===== src/rtl/vlc_tx_sched.sv =====
// VLC transmit frame scheduler: round-robin arbiter for two requesters plus a frame sequencer.
// Optional checksum byte enabled by defining VLC_TX_CHECKSUM_EN.
module vlc_tx_sched #(
  parameter int PREAMBLE_LEN = 4,
  parameter int MAX_LEN      = 64,
  parameter int GAP_CYCLES   = 16
) (
  input  logic       clk_clk,
  input  logic       reset_reset_n,
  input  logic       enable,
  input  logic       req0_valid,
  input  logic       req1_valid,
  input  logic [6:0] req0_len,
  input  logic [6:0] req1_len,
  input  logic [7:0] req0_data,
  input  logic [7:0] req1_data,
  output logic       req0_rd,
  output logic       req1_rd,
  output logic       req0_done,
  output logic       req1_done,
  output logic [7:0] tx_data,
  output logic       tx_valid,
  input  logic       tx_ready,
  output logic       tx_sof,
  output logic       tx_eof,
  output logic [1:0] grant,
  output logic       busy,
  output logic       err_len
);

  localparam logic [2:0] S_IDLE = 3'd0;
  localparam logic [2:0] S_PRE  = 3'd1;
  localparam logic [2:0] S_SFD  = 3'd2;
  localparam logic [2:0] S_LEN  = 3'd3;
  localparam logic [2:0] S_PAY  = 3'd4;
  localparam logic [2:0] S_CHK  = 3'd5;
  localparam logic [2:0] S_GAP  = 3'd6;

  localparam logic [3:0] PRE_LAST = 4'(PREAMBLE_LEN - 1);
  localparam logic [7:0] GAP_LAST = 8'(GAP_CYCLES - 1);
  localparam logic [6:0] MAX_L    = 7'(MAX_LEN);

  logic [2:0] state;
  logic [3:0] pre_cnt;
  logic [6:0] pay_cnt;
  logic [6:0] len_q;
  logic [7:0] gap_cnt;
  logic [1:0] grant_q;
  logic       last_grant;
  logic [1:0] done_q;
  logic       err_q;
`ifdef VLC_TX_CHECKSUM_EN
  logic [7:0] csum;
`endif

  logic       hs;
  logic [7:0] pay_byte;
  logic       pay_last;
  logic       pick1;
  logic [6:0] win_len;
  logic       len_bad;

  assign hs       = tx_valid & tx_ready;
  assign pay_byte = grant_q[1] ? req1_data : req0_data;
  assign pay_last = (pay_cnt == len_q - 7'd1);

  // last_grant==1 means requester 1 was served last, so requester 0 has priority.
  assign pick1   = req1_valid & (~req0_valid | ~last_grant);
  assign win_len = pick1 ? req1_len : req0_len;
  assign len_bad = (win_len == 7'd0) || (win_len > MAX_L);

  always_ff @(posedge clk_clk) begin
    if (!reset_reset_n) begin
      state      <= S_IDLE;
      pre_cnt    <= '0;
      pay_cnt    <= '0;
      len_q      <= '0;
      gap_cnt    <= '0;
      grant_q    <= '0;
      last_grant <= 1'b1;
      done_q     <= '0;
      err_q      <= 1'b0;
`ifdef VLC_TX_CHECKSUM_EN
      csum       <= '0;
`endif
    end else begin
      done_q <= '0;
      err_q  <= 1'b0;
      case (state)
        S_IDLE: begin
          if (enable && (req0_valid || req1_valid)) begin
            grant_q    <= pick1 ? 2'b10 : 2'b01;
            last_grant <= pick1;
            len_q      <= win_len;
            if (len_bad) begin
              err_q   <= 1'b1;
              done_q  <= pick1 ? 2'b10 : 2'b01;
              gap_cnt <= '0;
              state   <= S_GAP;
            end else begin
              pre_cnt <= '0;
              state   <= S_PRE;
            end
          end
        end
        S_PRE: begin
          if (hs) begin
            if (pre_cnt == PRE_LAST) state <= S_SFD;
            else pre_cnt <= pre_cnt + 4'd1;
          end
        end
        S_SFD: if (hs) state <= S_LEN;
        S_LEN: begin
          if (hs) begin
            pay_cnt <= '0;
`ifdef VLC_TX_CHECKSUM_EN
            csum    <= {1'b0, len_q};
`endif
            state   <= S_PAY;
          end
        end
        S_PAY: begin
          if (hs) begin
`ifdef VLC_TX_CHECKSUM_EN
            csum <= csum + pay_byte;
`endif
            if (pay_last) begin
`ifdef VLC_TX_CHECKSUM_EN
              state   <= S_CHK;
`else
              done_q  <= grant_q;
              gap_cnt <= '0;
              state   <= S_GAP;
`endif
            end else begin
              pay_cnt <= pay_cnt + 7'd1;
            end
          end
        end
`ifdef VLC_TX_CHECKSUM_EN
        S_CHK: begin
          if (hs) begin
            done_q  <= grant_q;
            gap_cnt <= '0;
            state   <= S_GAP;
          end
        end
`endif
        S_GAP: begin
          if (gap_cnt == GAP_LAST) begin
            grant_q <= '0;
            state   <= S_IDLE;
          end else begin
            gap_cnt <= gap_cnt + 8'd1;
          end
        end
        default: state <= S_IDLE;
      endcase
    end
  end

  always_comb begin
    tx_valid = 1'b0;
    tx_data  = 8'h00;
    tx_sof   = 1'b0;
    tx_eof   = 1'b0;
    case (state)
      S_PRE: begin
        tx_valid = 1'b1;
        tx_data  = 8'hAA;
        tx_sof   = (pre_cnt == 4'd0);
      end
      S_SFD: begin
        tx_valid = 1'b1;
        tx_data  = 8'hD5;
      end
      S_LEN: begin
        tx_valid = 1'b1;
        tx_data  = {1'b0, len_q};
      end
      S_PAY: begin
        tx_valid = 1'b1;
        tx_data  = pay_byte;
`ifndef VLC_TX_CHECKSUM_EN
        tx_eof   = pay_last;
`endif
      end
`ifdef VLC_TX_CHECKSUM_EN
      S_CHK: begin
        tx_valid = 1'b1;
        tx_data  = ~csum + 8'd1;
        tx_eof   = 1'b1;
      end
`endif
      default: ;
    endcase
  end

  assign req0_rd   = (state == S_PAY) & tx_ready & grant_q[0];
  assign req1_rd   = (state == S_PAY) & tx_ready & grant_q[1];
  assign req0_done = done_q[0];
  assign req1_done = done_q[1];
  assign grant     = grant_q;
  assign busy      = (state != S_IDLE);
  assign err_len   = err_q;

endmodule


===== config.mk =====
export PLATFORM = sky130hd
export DESIGN_NAME = vlc_tx_sched
export DESIGN_NICKNAME = d
export VERILOG_FILES = /design/src/rtl/vlc_tx_sched.sv
export SDC_FILE = /design/constraint.sdc
export NUM_CORES = 1
export LEC_CHECK = 0
export CAP_MARGIN = 20
export CORE_AREA = 10 10 100 124
export CTS_BUF_LIST = sky130_fd_sc_hd__clkbuf_8 sky130_fd_sc_hd__clkbuf_16
export CTS_CLUSTER_DIAMETER = 150
export CTS_CLUSTER_SIZE = 28
export DETAILED_ROUTE_END_ITERATION = 10
export DIE_AREA = 0 0 110 134
export SLEW_MARGIN = 20
export SYNTH_ARGS = -nofsm -noshare
export SYNTH_HDL_FRONTEND = slang
export SYNTH_SLANG_ARGS = --single-unit

===== constraint.sdc =====
create_clock -name clk_clk -period 2.7 [get_ports clk_clk]
set_input_delay 0.27 -clock clk_clk [delete_from_list [all_inputs] [get_ports clk_clk]]
set_output_delay 0.27 -clock clk_clk [all_outputs]
set_load 0.01 [all_outputs]

== Word level (Yosys, flattened, before mapping) ==
Index checks and enable logic that the tools add are counted.

* Word-level logic and storage cells: 103
* Register bits: 35
* Output and inout port bits: 19
* Bits of input ports: 36

* Mux-type cells: 41
* Bitwise logic cells: 8
* $lt $le $gt $ge: 1
* Equality and inequality tests: 21
* Reductions and logical operators: 19
* $add $sub $neg: 4

{| class="wikitable"
|+ Operators with widths
! cell !! count
|-
| 8-bit two-way mux || 6
|-
| 8-bit case mux with 4 select lines || 1
|-
| 7-bit two-way mux || 4
|-
| 3-bit two-way mux || 9
|-
| 2-bit inequality test (second input constant) || 13
|-
| 8-bit case mux with 3 select lines || 1
|-
| 3-bit case mux with 6 select lines || 1
|-
| 4-bit two-way mux || 4
|-
| 2-bit two-way mux || 7
|-
| 7-bit case mux with 2 select lines || 1
|-
| 8-bit by 1-bit adder with 8-bit output (second input constant) || 1
|-
| 8-bit by 4-bit equality test with 1-bit output (second input constant) || 1
|-
| 2-bit case mux with 2 select lines || 2
|-
| 4-bit case mux with 2 select lines || 1
|-
| 8-bit AND reduction || 1
|-
| 7-bit by 1-bit adder with 7-bit output (second input constant) || 1
|-
| 7-bit equality test || 1
|-
| 7-bit greater-than comparator (second input constant) || 1
|-
| 7-bit zero test || 1
|-
| 7-bit by 1-bit subtractor with 7-bit output (second input constant) || 1
|-
| 3-bit by 2-bit equality test with 1-bit output (second input constant) || 2
|-
| 3-bit equality test (second input constant) || 2
|-
| 3-bit AND reduction || 2
|-
| 6-bit AND reduction || 1
|-
| other kinds (17) || 29
|}

== Logic depth before layout (Yosys ltp) ==
* Word-level depth: 9
* Mapped depth: 11
* Mapped depth without buffers: 8

== Worst setup path after synthesis ==
OpenSTA, ideal clock, no wires.

* Path type: reg2out
* From: reg len_q[0]
* To: out tx_eof
* Stages on the path, launching flop included: 11
* Required time: 2,430 ps
* Path buffers: 3
* Setup slack: 202 ps
* Arrival time: 2,228 ps
* Path through: dfxtp_1 > buf_2 > inv_1 > ha_1 > clkbuf_2 > o21bai_1 > a211oi_1 > a211oi_2 > a2111oi_4 > buf_6 > nor2b_1

* Word-level cells in the longest chain between the ends: 3

{| class="wikitable"
|+ Ends and longest elaborated chain
! what !! line !! text
|-
| from (decl) || 46 || <nowiki>logic [6:0] len_q;</nowiki>
|-
| from (signal assigned) || 94 || <nowiki>len_q <= win_len;</nowiki>
|-
| 7-bit by 1-bit subtractor with 7-bit output || 65 || <nowiki>assign pay_last = (pay_cnt == len_q - 7'd1);</nowiki>
|-
| 7-bit equality test || 65 ||
|-
| 1-bit two-way mux || 167 || <nowiki>case (state)</nowiki>
|-
| to (decl) || 25 || <nowiki>output logic tx_eof,</nowiki>
|}

Every way passes these cells.

== Worst setup path in the final report ==
* From: reg len_q[1]
* To: out tx_eof

The elaborated chain is that of the path after synthesis.

==> impl_metrics.tcl <==
set metrics [dict create \
    grt.overflow.total 0 \
    cts_buffers 5 \
    syn_inst 312 \
    drc 0 \
    timing.final.crit_share_pct 95.0 \
    htree_levels 2 \
    routed_via_density 5.02 \
    seq_area_frac_synth_pct 28.5 \
    start_kind "register" \
    placedInstanceArea_um2 3180 \
    fill_cells 1038 \
    leakagePower_nw 1.19 \
    avgSynthCellArea_um2 7.87 \
    cts-root-buf "clkbuf_16" \
    p_per_area_nw_per_um2 772 \
    dieArea_um2 14700 \
    core_um2 10000 \
    critical_path_arrival_ps 2290 \
    cpMaxStageDelayCell "a2111oi_4" \
    nNetsFinal 410 \
    top_usage_layer "met2" \
    ant_nets 0 \
    ir_drop_mv 0.293 \
    min_path_type "register to register" \
    drv_slew 0 \
    fmax_ghz 0.390 \
    utilization_pct 33.7 \
    fin_crit_ps 2560 \
    skew_ps 7.37 \
    critical-path-top-delay-family "buffers and inverters" \
    crit_chain "inv_1, ha_2, buf_4, nand2_1, nor3_1, o22ai_2, a2111oi_4, nor2b_1, dlygate4sd2_1" \
    max-slew-margin-rel_pct 66.2 \
    yosysTopAreaCell "dfxtp_1" \
    fp.dieH_um 134 \
    grt_max_degree 18 \
    cp.required_ps 2430 \
    ys_seq_elements 35 \
    first_pass_iters 4 \
    cts_buffer_depth 2 \
    drt_wl_total_um 7530 \
    grt_usage_pct 10.5 \
    synth_common_cells "nand2_1 (40), dfxtp_1 (35), nor2_1 (23), a21oi_1 (22), o21ai_0 (17)" \
    cts.clk_slew.worst_paths_ps 60 \
    grt_pass1_wl_um 12600 \
    initial_core_util_pct 24.5 \
    portBuffers 54 \
    gp_congestion 0.872 \
    postCtsSetupRepairBufs 0 \
    endpoint_kind "output pin" \
    path_buf_inv 3 \
    synth_ff_type "dfxtp_1" \
    grtUsageMet2_pct 18.2 \
    drv_cap 0 \
    antenna_found_initial 0 \
    ff_latch_area_um2 701 \
    ys.warnings.count 0 \
    synth_cell_type_count 56 \
    power.total_mw 2.60 \
    outcome "completed" \
    setup_slack_ps 136 \
    area_delta_synth_final_pct 37.2 \
    netlist_area_um2 2450 \
    dpl.hpwl_um 5890 \
    hold_viol 0 \
    drtIter0Drc 182 \
    synth_area_leaders "dfxtp_1 (29%), nand2_1 (6.1%), a21oi_1 (4.5%)" \
    die_w_um 110 \
    setup_viol 0 \
    clock-sinks 35 \
    cts_resized 3 \
    cts_tree "yes" \
    rows 41 \
    synth_nets 353 \
    synth_top_area_share_pct 28.5 \
    synth.most_common_cell "nand2_1" \
    final_layout_size_suffix_gt1_share_pct 11.7 \
    ctsHoldBuffers 0 \
    use_met3_pct 3.21 \
    multi_input_area_um2 1640 \
    grt_pass1_vias 2506 \
    n_antenna_cell 0 \
    synth_edf_count 0 \
    timing.hold.ws_ps 484 \
    grtUsageMet1_pct 11.9 \
    cp_max_fo 5 \
    clk_latency_ps 280 \
    vias 2502 \
    place_ws_ps 44.3 \
    tightest_slew_ps 507 \
    design_area_um2 3370 \
    slowest_delay_ps 320 \
    synthArstFlopShare_pct 0 \
    path_class "register to output pin" \
    wl_per_cell_um 15.1 \
    pin_count 55 \
]
per-stage QoR:
step                setup TNS [ps]  std cells
floorplan                        0        312
finish                           0        498
global placement                 0        491
CTS                              0        498
global route                 -40.7        498
detailed placement               0        491
sequential cells by signal, summed over array words and instances (netlist names):
signal and count:
pay_cnt 7, pre_cnt 4, state 3, last_grant 1, done_q 2, gap_cnt 8
err_len 1, grant 2, len_q 7
cells by family after synthesis:
family,share of synthesized area [%]
xor gates and xnor gates,3.52
buffers and inverters,5.61
adders and majority gates,2.55
muxes,4.28
DFF,28.5
and+or+nand+nor,27.6
AOI/OAI and AO/OA,27.9
worst register-to-register path: cells and delay by family, from the launching register on:
| family | cells | cell delay [ps] |
|---|---|---|
| adder cells (fa/ha/maj) | 1 | 220 |
| AO/OA/AOI/OAI | 4 | 1190 |
| multiplexers | 1 | 260 |
| flip-flops | 1 | 330 |
| AND/OR/NAND/NOR | 1 | 180 |
| buffers and inverters | 2 | 290 |
layer usage:
layer / up-vias / routed length (um)
met5: - / 0
met3: 10 / 465
li1: 1267 / -
met4: 0 / 132
met1: 1169 / 3120
met2: 56 / 3810
placed cells by master (no fill, tap or decap), drive strengths merged, types with 3 or more instances in the layout:
cell type,instances
nand3,12
nor2b,7
dfxtp,35
xnor2,4
nand2,40
and2,5
xor2,5
ha,5
nor3,7
a211oi,4
a21o,3
o31ai,9
o21ai,19
inv,11
clkbuf,5
o21a,3
o21bai,3
mux2i,9
a311oi,11
a31oi,4
a211o,3
or4,10
a21oi,22
buf,16
o22ai,7
or3,4
nand3b,3
and3,4
nor2,23
clkdlybuf4s50,53
cell type report:
class | instances | share of cell area, %
multi-input combinational | 246 | 48.8
sequential | 35 | 20.8
timing repair buffer | 70 | 19.6
tap | 129 | 4.79
clock buffer | 5 | 3.71
inverter | 11 | 1.23
clock inverter | 2 | 1.11
report_power, final:
| part | leakage (nW) | internal (mW) | total (mW) | switching (mW) |
|---|---|---|---|---|
| logic | 0.830 | 0.603 | 1.29 | 0.692 |
| registers | 0.284 | 0.587 | 0.669 | 0.0824 |
| clock network | 0.0759 | 0.429 | 0.637 | 0.208 |
final timing paths:
path	from	end	slack, ps	cells after the start
hold / removal	gap_cnt[1]	gap_cnt[1]	480	2
hold reg to reg	gap_cnt[1]	gap_cnt[1]	480	2
setup reg to reg	len_q[0]	gap_cnt[3]	160	9
setup / recovery	len_q[1]	tx_eof	140	9
No activity file was read; power rests on OpenSTA's default activity.
